<file path="config.mk">
export PLATFORM = sky130hd
export DESIGN_NAME = bpu_update_queue
export DESIGN_NICKNAME = d
export VERILOG_FILES = /design/src/rtl/bpu_update_queue.sv
export SDC_FILE = /design/constraint.sdc
export NUM_CORES = 1
export LEC_CHECK = 0
export CORE_UTILIZATION = 55
export DETAILED_ROUTE_END_ITERATION = 10
export DONT_BUFFER_PORTS = 1
export GPL_ROUTABILITY_DRIVEN = 0
export PLACE_DENSITY = 0.73
export SETUP_SLACK_MARGIN = 0.1
export SLEW_MARGIN = 20
export SYNTH_ARGS = -nofsm -noshare
export SYNTH_HDL_FRONTEND = slang
export SYNTH_SLANG_ARGS = --single-unit
</file>
<file path="constraint.sdc">
create_clock -name clk -period 4.37 [get_ports clk]
set_input_delay 0.874 -clock clk [delete_from_list [all_inputs] [get_ports clk]]
set_output_delay 0.874 -clock clk [all_outputs]
set_load 0.02 [all_outputs]
</file>
<file path="src/rtl/bpu_update_queue.sv">
// rtl/bpu_update_queue.sv - dual-enqueue, single-drain queue of resolved branches
// feeding the base predictor's update port in commit order.
module bpu_update_queue #(
  parameter int DEPTH_EXP2 = 3,
  parameter int PC_WIDTH   = 32
) (
  input  logic                  clk,
  input  logic                  rst,
  input  logic                  enq0_valid,
  input  logic [PC_WIDTH:0]     enq0_info,
  input  logic                  enq1_valid,
  input  logic [PC_WIDTH:0]     enq1_info,
  output logic                  enq_ready,
  input  logic                  update_ready,
  output logic                  update_valid,
  output logic [PC_WIDTH:0]     update_instr_info,
  output logic [DEPTH_EXP2:0]   count,
  output logic                  overflow
);

  localparam int DEPTH = 2 ** DEPTH_EXP2;
  localparam logic [DEPTH_EXP2:0] READY_MAX = (DEPTH_EXP2 + 1)'(DEPTH - 2);

  logic [PC_WIDTH:0]     mem [DEPTH];
  logic [DEPTH_EXP2-1:0] head_q, head_d;
  logic [DEPTH_EXP2-1:0] tail_q, tail_d;
  logic [DEPTH_EXP2-1:0] wr1_idx;
  logic [DEPTH_EXP2:0]   count_q, count_d;
  logic                  overflow_q, overflow_d;
  logic                  enq_any, enq_fire, deq_fire;
  logic [1:0]            n_enq;

  // Ready depends only on registered occupancy so producers see no path from their own valids.
  assign enq_ready = (count_q <= READY_MAX);

  always_comb begin
    enq_any    = enq0_valid | enq1_valid;
    enq_fire   = enq_any & enq_ready;
    deq_fire   = (count_q != '0) & update_ready;
    n_enq      = enq_fire ? ({1'b0, enq0_valid} + {1'b0, enq1_valid}) : 2'd0;
    wr1_idx    = enq0_valid ? tail_q + DEPTH_EXP2'(1) : tail_q;
    tail_d     = tail_q + DEPTH_EXP2'(n_enq);
    head_d     = deq_fire ? head_q + DEPTH_EXP2'(1) : head_q;
    count_d    = count_q + (DEPTH_EXP2 + 1)'(n_enq) - (DEPTH_EXP2 + 1)'(deq_fire);
    overflow_d = overflow_q | (enq_any & ~enq_ready);
  end

  always_ff @(posedge clk or posedge rst) begin
    if (rst) begin
      head_q     <= '0;
      tail_q     <= '0;
      count_q    <= '0;
      overflow_q <= 1'b0;
    end else begin
      head_q     <= head_d;
      tail_q     <= tail_d;
      count_q    <= count_d;
      overflow_q <= overflow_d;
    end
  end

  // Entry storage carries no reset; occupancy alone decides what is valid.
  always_ff @(posedge clk) begin
    if (enq_fire) begin
      if (enq0_valid) mem[tail_q] <= enq0_info;
      if (enq1_valid) mem[wr1_idx] <= enq1_info;
    end
  end

  assign update_valid      = (count_q != '0);
  assign update_instr_info = update_valid ? mem[head_q] : '0;
  assign count             = count_q;
  assign overflow          = overflow_q;

endmodule

</file>
==> results of run 1 <==
==> sequential cells by signal (all words and copies together), names as in the netlist <==
signal    flops
tail_q        3
head_q        3
count         4
mem         264
overflow      1
==> stage by stage <==
step / util, % / total power (W) / hold WS (ns)
5_1_grt: 61.2 / 0.00973 / 0.228
4_1_cts: 61.2 / 0.00942 / 0.207
3_5_place_dp: 57.8 / 0.00713 / 0.629
3_3_place_gp: 57.8 / 0.00704 / 0.620
6_report: 61.2 / 0.00935 / 0.221
2_1_floorplan: - / 0.00630 / 0.592
==> logic make-up after synthesis <==
family | count (synthesis) | synth area share [%]
buffers and inverters | 70 | 2.44
AO/OA/AOI/OAI | 20 | 1.19
flip-flops | 275 | 58.4
adder cells (fa/ha/maj) | 14 | 1.35
AND/OR/NAND/NOR | 61 | 2.06
XOR/XNOR | 5 | 0.312
multiplexers | 364 | 34.2
==> area by class of cell <==
type,count,area (um2)
clock buffers,34,744
clock inverters,17,125
well taps,330,413
inverters,16,60.1
fillers,1842,9740
repair buffers,25,225
multi-input cells,464,5590
flip-flops and latches,275,8210
==> worst register-to-register path: cells and delay by family (launching register included) <==
kind / cells / cell delay, ns
AOI/OAI and AO/OA: 1 / 0.60
adders and majority gates: 1 / 0.23
buffers and inverters: 2 / 0.59
DFF: 1 / 0.56
muxes: 1 / 0.41
and+or+nand+nor: 2 / 0.81
==> metal layers <==
layer  vias up  share of wire, %
met5         -                 0
met4         0               2.3
met3        53               5.9
met2       253                51
met1      3963                41
li1       3240                 -
==> path summary, 6_finish.rpt <==
check,startpoint,endpoint,depth (start not counted)
min in group clk,enq0_info[12],mem[1][12]$_DFFE_PP_,1
max,head_q[0]$_DFFE_PP0P_,update_instr_info[11],4
max in group asynchronous,rst,head_q[0]$_DFFE_PP0P_,1
min,rst,count[3]$_DFF_PP0_,1
min reg2reg,overflow$_DFF_PP0_,overflow$_DFF_PP0_,1
max reg2reg,count[3]$_DFF_PP0_,mem[6][25]$_DFFE_PP_,7
==> cell usage in the layout (no fill, tap or decap), types with 5 or more instances in the layout <==
cell type  count
mux2_2       265
clkbuf_1       5
dfrtp_1        8
nor2_1        35
mux4_2        66
ha_1          12
buf_4         22
edfxtp_1     264
clkinv_2       7
nand2_1        8
clkbuf_16     29
inv_1         16
o21bai_4       5
clkinv_1       8
mux2i_1       33
==> power breakdown <==
part | total [W] | internal, W | leakage [nW] | switching, W
sequential | 0.00379 | 0.00345 | 2.51 | 0.000340
combinational | 0.00326 | 0.00138 | 2.19 | 0.00188
clock | 0.00230 | 0.00132 | 0.431 | 0.000979
==> flow_summary_export.csv, run 1 <==
group,metric,value,unit
sta,fmax,274,MHz
yosys,yosys_warnings,0,
sta,finClkSkew,0.00791,ns
placed_design,post_dp_cell_area,14500,um2
global_routing,grt_start_max_net_pins,53,
yosys,ys_seq_area_share,58.4,%
routing,drcViolationCount,1,
min_path,worstHoldPathType,"input port to async pin",
die,die_x,162,um
routing,vias,7509,
global_routing,grtUsageMet3,4.62,%
clocking,cts_tree,"done",
final_layout,layout.cells.non_filler,1161,
sta,hold_violations,0,
sta,period_share,83.4,%
setup_path,setup.worst_path.end_class,"output pin",
sta,rsz0062_at_grt,"false",
yosys,netlist.area_leader.share,56.5,%
global_routing,grt_overflow,0,
sta,final.min_clock_period,3.65,ns
routing,post_drt_wl_per_cell,27.4,um
placed_design,place_ws,0.979,ns
sta,worstMarginPinSlew,0.680,ns
routing,dr.pass1.iters,8,
setup_path,worst-path-max-fanout,24,
yosys,synth_edf_count,264,
yosys,yosysTopAreaCell,"edfxtp_1",
global_routing,grt_pass1_wl,48800,um
setup_path,worst-path-buf-inv,1,
setup_path,cpLargestDelayFamily,"multiplexers",
die,die_height,162,um
yosys,syn_area,14000,um2
clocking,postCtsSetupBuffers,0,
setup_path,cpPeakStageDelay,0.78,ns
routing,drt-total-wl,31900,um
sta,relSlewSlack,54.6,%
clocking,htree_levels,1,
die,start_util,55.9,%
die,coreArea,25100,um2
global_routing,track_usage,25.0,%
pwr,power_density,608,nW/um2
global_routing,antenna_found_initial,0,
setup_path,crit_arrival,2.77,ns
final_layout,final_cell_area,15400,um2
clocking,cts_made_buffers,29,
routing,ant_nets,0,
clocking,cts.path.max_buffers,3,
setup_path,path_class,"flip-flop to output pin",
final_layout,layout-drive-gt1-share,50.2,%
global_routing,grt_pass1_vias,8294,
clocking,cts_root_buf,"clkbuf_16",
global_routing,grt_use_met1,32.2,%
die,top_level_ports,111,
yosys,synthMostInstantiatedCell,"mux2_2",
yosys,ys_async_sr_fraction,4.00,%
setup_path,required,3.50,ns
clocking,clk_pin_slew,0.06,ns
yosys,synthTopCellsByArea,"edfxtp_1 56%, mux2_2 21%, mux4_2 11%, mux2i_1 2.4%, dfrtp_1 2.0%",
yosys,synth_nets,894,
routing,drt_iter0_drc,533,
clocking,clkSinkCount,275,
run,maxCapViolations,0,
yosys,synthCells,809,
setup_path,start_kind,"flip-flop",
yosys,synth-seq-cells,275,
final_layout,fin_nets,896,
yosys,synth_commonest_cells,"265 x mux2_2, 264 x edfxtp_1, 66 x mux4_2",
die,die-area,26200,um2
yosys,synth_cell_types,36,
placed_design,port_buffers,0,
yosys,ys.flop_type,"edfxtp_1",
sta,final-max-slew-violation-count,0,
sta,finalSetupTns,0,ns
placed_design,hpwlAfterDp,19100,um
pwr,p_leak,5.13,nW
clocking,clkLatencyLatePin,0.54,ns
status,violations,"DRC",
die,row_count,58,
pwr,peakVddDrop,0.000415,V
setup_path,reg2reg_slack,0.92,ns
setup_path,cp_slowest_cell,"dfrtp_4",
sta,setup_viol,0,
yosys,syn_avg_cell_area,17.3,um2
routing,via_per_inst,6.47,
clocking,ctsHoldBuffers,0,
sta,postLayoutSetupSlackWorst,0.724,ns
global_routing,grt.busiest_layer,"met2",
final_layout,area_delta_synth_final,9.51,%
status,run_status,"complete, but fails checks",
final_layout,n_antenna_cell,0,
placed_design,dp.cells,1110,
global_routing,gr-usage-met2,43.4,%
clocking,ctsResizeCount,0,
setup_path,crit_chain,"buf_4 > mux4_2 > mux2i_1 > nor2_1",
(Power assumes the default switching activity.)
==> run 2, diff against run 1 <==
==> constraint.sdc (replaced) <==
create_clock -name clk -period 3.2 [get_ports clk]
set_input_delay 0.64 -clock clk [delete_from_list [all_inputs] [get_ports clk]]
set_output_delay 0.64 -clock clk [all_outputs]
set_load 0.02 [all_outputs]
==> run 2 against run 1 <==
Net effect:
- the flow now finishes without violations
- via count is 0.77% higher
- clock skew up 0.0036 ns
- critical path depth up 1
- clock power is 39% higher
- cell count is 1.8% higher
- count of clock-buffer cells in the layout shrank 1
==> flow_summary_export.csv, run 2 (same netlist as run 1, synthesis figures left out) <==
group,metric,value,unit
die,row_count,58,
die,top_level_ports,111,
routing,drcViolationCount,0,
setup_path,path_class,"flip-flop to output pin",
clocking,htree_levels,1,
setup_path,required,2.56,ns
placed_design,place_ws,0.260,ns
final_layout,fin_nets,918,
sta,rsz0062_at_grt,"false",
sta,finClkSkew,0.0115,ns
clocking,cts_made_buffers,28,
placed_design,hpwlAfterDp,19800,um
clocking,cts_root_buf,"clkbuf_16",
final_layout,regMostFlops,"mem",
clocking,clkSinkCount,275,
pwr,p_leak,5.30,nW
routing,dr.pass1.iters,5,
sta,postLayoutSetupSlackWorst,0.237,ns
final_layout,layout_commonest_cell,"mux2_2",
setup_path,start_kind,"flip-flop",
sta,fmax,338,MHz
global_routing,track_usage,24.8,%
placed_design,dp.cells,1127,
global_routing,antenna_found_initial,0,
die,die-area,26200,um2
status,run_status,"complete, no violations",
pwr,peakVddDrop,0.000636,V
placed_design,port_buffers,0,
final_layout,n_fill_cell,1850,
sta,setup_viol,0,
min_path,worstHoldPathType,"input port to flip-flop",
setup_path,crit_chain,"buf_16 > buf_6 > mux4_2 > mux2i_1 > nor2_1",
routing,ant_nets,0,
die,start_util,55.9,%
final_layout,largest_reg_flops,264,
final_layout,utilization,62.5,%
global_routing,grt_pass1_wl,48200,um
die,die_height,162,um
clocking,clk_pin_slew,0.06,ns
sta,final-max-slew-violation-count,0,
global_routing,grt_start_max_net_pins,46,
final_layout,layout.cells.non_filler,1182,
pwr,power_density,833,nW/um2
sta,relSlewSlack,58.8,%
pwr,finalPower,0.0131,W
sta,period_share,92.6,%
final_layout,layout-drive-gt1-share,51.6,%
clocking,cts_tree,"done",
run,maxCapViolations,0,
routing,drt_iter0_drc,618,
sta,hold_violations,0,
setup_path,cpPeakStageDelay,0.54,ns
global_routing,grt_pass1_vias,8158,
die,die_x,162,um
setup_path,crit_arrival,2.32,ns
setup_path,worst-path-max-fanout,18,
die,coreArea,25100,um2
clocking,clkLatencyLatePin,0.54,ns
routing,vias,7567,
final_layout,final_cell_mix,"265 x mux2_2, 264 x edfxtp_1, 66 x mux4_2",
routing,via_per_inst,6.40,
final_layout,area_delta_synth_final,11.8,%
sta,whs,0.318,ns
clocking,cts.path.max_buffers,3,
setup_path,setup.worst_path.end_class,"output pin",
routing,drt-total-wl,31700,um
routing,post_drt_wl_per_cell,26.8,um
global_routing,grt_overflow,0,
sta,final.min_clock_period,2.96,ns
final_layout,n_antenna_cell,0,
sta,worstMarginPinSlew,0.618,ns
setup_path,cp_slowest_cell,"mux4_2",
[run 2: changes by cell type in the layout (fill, tap and decap cells not counted), moves of 2 or more]
cell	delta
buf_12	+6
clkinv_2	-2
buf_6	+2
buf_4	+12
[run 2: power breakdown]
| part | internal [W] | total [W] | switching [W] |
|---|---|---|---|
| logic | 0.00209 | 0.00486 | 0.00277 |
| clock network | 0.00188 | 0.00320 | 0.00132 |
| registers | 0.00471 | 0.00502 | 0.000310 |
[run 2: worst paths after layout]
path / startpoint / end / slack [ns] / cells past startpoint
max in group asynchronous: rst / head_q[0]$_DFFE_PP0P_ / 2.34 / 2
worst min-delay path: enq0_info[6] / mem[1][6]$_DFFE_PP_ / 0.32 / 1
worst max-delay path: head_q[0]$_DFFE_PP0P_ / update_instr_info[11] / 0.24 / 5
worst max register to register: count[2]$_DFF_PP0_ / mem[4][32]$_DFFE_PP_ / 0.26 / 6
worst min register to register: overflow$_DFF_PP0_ / overflow$_DFF_PP0_ / 0.63 / 1
min in group asynchronous: rst / count[0]$_DFF_PP0_ / 0.53 / 2
[run 2: final cells by class]
cell class	instances	area (um2)	area share, %
Clock buffer	33	741	4.72
Timing Repair Buffer	48	528	3.36
Sequential cell	275	8210	52.3
Inverter	16	60.1	0.383
Tap cell	330	413	2.63
Multi-Input combinational cell	464	5600	35.7
Clock inverter	16	149	0.948
[run 2: through the flow]
step | area (um2) | setup TNS, ns
global route | 15700 | 0
global placement | 14700 | 0
CTS | 15600 | 0
floorplan | 14000 | -137.09
finish | 15700 | 0
detailed placement | 14700 | 0
[run 2: worst max-delay path: cells and delay by family (launching register included)]
kind	cells	cell delay (ns)
simple gates	1	0.12
mux	2	0.68
flops	1	0.53
buf+inv	2	0.44
[run 2: metal layers]
| layer | GRT usage, % | vias to the layer above | share of wire (%) |
|---|---|---|---|
| met5 | 0 | - | 0 |
| met3 | 3.83 | 51 | 6.6 |
| met4 | 6.43 | 0 | 2.3 |
| li1 | - | 3281 | - |
| met1 | 32.5 | 3939 | 39 |
| met2 | 43.2 | 296 | 52 |
[run 2: repair_timing]
action                     in CTS  in global routing
pin swaps                       0                  1
resized for setup               1                  3
setup buffers                   0                  4
setup endpoints to repair       5                 37
hold endpoints to repair       11                  0
cloned                          1                  0
hold buffers                    1                  0
==> run 3, diff against run 2 <==
--- a/config.mk
+++ b/config.mk
@@ -5,11 +5,14 @@
 export SDC_FILE = /design/constraint.sdc
 export NUM_CORES = 1
 export LEC_CHECK = 0
-export CORE_UTILIZATION = 55
+export CAP_MARGIN = 20
+export CELL_PAD_IN_SITES_DETAIL_PLACEMENT = 1
+export CELL_PAD_IN_SITES_GLOBAL_PLACEMENT = 1
+export CORE_UTILIZATION = 50
 export DETAILED_ROUTE_END_ITERATION = 10
 export DONT_BUFFER_PORTS = 1
 export GPL_ROUTABILITY_DRIVEN = 0
-export PLACE_DENSITY = 0.73
+export PLACE_DENSITY_LB_ADDON = 0.1
 export SETUP_SLACK_MARGIN = 0.1
 export SLEW_MARGIN = 20
 export SYNTH_ARGS = -nofsm -noshare
==> run 3 against run 2 <==
Net effect:
- via count up 0.22%
- wire length up 13%
- critical path depth down 1
- clock power up 5%
- clock skew down 0.0055 ns
- register-to-register slack better by 0.05 ns
- largest cell class unchanged
==> flow_summary_export.csv, run 3 (same netlist as run 1, synthesis figures left out) <==
group,metric,value,unit
setup_path,crit_arrival,2.41,ns
global_routing,track_usage,25.4,%
sta,rsz0062_at_grt,"false",
routing,dr.pass1.iters,4,
final_layout,regMostFlops,"mem",
final_layout,layout_commonest_cell,"mux2_2",
global_routing,grt_pass1_wl,53200,um
global_routing,grt_pass1_vias,8536,
final_layout,final_cell_area,15800,um2
clocking,cts_made_buffers,30,
clocking,clk_pin_slew,0.06,ns
sta,finalSetupTns,0,ns
routing,drcViolationCount,0,
die,die_x,170,um
setup_path,worst-path-max-fanout,24,
routing,via_per_inst,6.20,
routing,drt_iter0_drc,592,
setup_path,reg2reg_slack,0.31,ns
global_routing,gr-usage-met2,45.7,%
final_layout,utilization,58.0,%
setup_path,r2r_cells,6,
sta,final-max-slew-violation-count,0,
final_layout,final_cell_mix,"265 x mux2_2, 264 x edfxtp_1, 66 x mux4_2",
die,start_util,51.5,%
sta,period_share,95.2,%
sta,fmax,328,MHz
pwr,p_leak,5.30,nW
global_routing,grtUsageMet3,4.01,%
sta,whs,0.299,ns
sta,finClkSkew,0.00595,ns
die,top_level_ports,111,
die,row_count,60,
final_layout,largest_reg_flops,264,
global_routing,grt_overflow,0,
setup_path,setup.worst_path.end_class,"output pin",
setup_path,path_class,"flip-flop to output pin",
global_routing,antenna_found_initial,0,
setup_path,required,2.56,ns
final_layout,ff_latch_area,8210,um2
routing,ant_nets,0,
clocking,htree_levels,1,
global_routing,grt_use_met1,32.4,%
setup_path,reg2reg_to,"mem[6][17]$_DFFE_PP_",
clocking,postCtsSetupBuffers,0,
run,maxCapViolations,0,
final_layout,n_fill_cell,2384,
final_layout,multiInputGateArea,5590,um2
sta,setup_viol,0,
sta,worstMarginPinSlew,0.671,ns
setup_path,reg2reg_from,"count[2]$_DFF_PP0_",
routing,post_drt_wl_per_cell,29.2,um
min_path,hold_end,"mem[6][26]$_DFFE_PP_",
clocking,clkLatencyLatePin,0.56,ns
placed_design,hpwlAfterDp,21500,um
die,die_height,170,um
clocking,cts_root_buf,"clkbuf_16",
sta,hold_violations,0,
setup_path,start_kind,"flip-flop",
clocking,clkSinkCount,275,
pwr,peakVddDrop,0.000508,V
global_routing,grt.busiest_layer,"met2",
routing,drt-total-wl,35700,um
final_layout,layout-drive-gt1-share,50.9,%
clocking,cts.path.max_buffers,3,
die,die-area,28700,um2
pwr,power_density,846,nW/um2
sta,final.min_clock_period,3.05,ns
setup_path,startpoint,"head_q[0]$_DFFE_PP0P_",
min_path,worstHoldPathType,"input port to flip-flop",
min_path,min_from,"enq0_info[26]",
sta,relSlewSlack,55.3,%
clocking,cts_tree,"done",
routing,vias,7584,
die,coreArea,27300,um2
placed_design,post_dp_cell_area,14800,um2
status,run_status,"complete, no violations",
final_layout,fin_nets,915,
min_path,hold_path_depth,1,
final_layout,n_antenna_cell,0,
placed_design,port_buffers,0,
global_routing,grt_start_max_net_pins,45,
final_layout,area_delta_synth_final,12.7,%
-- run 3: changes by cell type in the layout (fill, tap and decap cells not counted), sizes merged --
cell      before  now
clkinvlp       1    0
clkbuf        33   39
bufbuf         1    0
buf           46   41
-- run 3: worst max path at each step --
stage,end,cells after the start
after floorplan,mem[7][0]$_DFFE_PP_,6
after global placement,mem[6][9]$_DFFE_PP_,6
after detailed placement,mem[6][0]$_DFFE_PP_,6
after CTS,update_instr_info[5],4
after global routing,update_instr_info[14],7
final,update_instr_info[1],4
-- run 3: power by group --
group	total [W]	internal [W]	switching, W
registers	0.00503	0.00471	0.000313
logic	0.00499	0.00209	0.00290
clock network	0.00337	0.00199	0.00138
-- run 3: cell type report --
cell class,count,area share (%)
Timing Repair Buffer,43,3.43
Sequential cell,275,51.9
Clock buffer,38,5.07
Tap cell,372,2.94
Inverter,16,0.380
Clock inverter,15,0.902
Multi-Input combinational cell,464,35.4
-- run 3: worst max-delay path, cell delays in order, from the launching register on --
cell and delay (ns):
dfrtp_4 0.50, buf_12 0.26, mux4_2 0.56, mux2i_1 0.33
nor2_1 0.19
-- run 3: per-layer routing --
layer	vias up	routed length [um]	part of all wire, %
met5	-	0	0
met4	0	687	1.9
met3	54	1800	5.0
met2	204	18800	52
met1	4054	14500	41
li1	3272	-	-
-- run 3: repair_timing --
action | 4_1_cts | 5_1_grt
endpoints found under the hold margin | 11 | 0
endpoints found under the setup margin | 9 | 2
hold buffers | 1 | 0
cloned | 0 | 1
gates resized for setup | 2 | 0
-- run 3: per-stage QoR --
stage | instances | total power [W] | setup WS, ns
2_1_floorplan | 809 | 0.00860 | -0.550
3_3_place_gp | 1168 | 0.00991 | 0.253
3_5_place_dp | 1168 | 0.0101 | 0.222
4_1_cts | 1222 | 0.0135 | 0.0930
5_1_grt | 1223 | 0.0139 | 0.115
6_report | 1223 | 0.0134 | 0.153
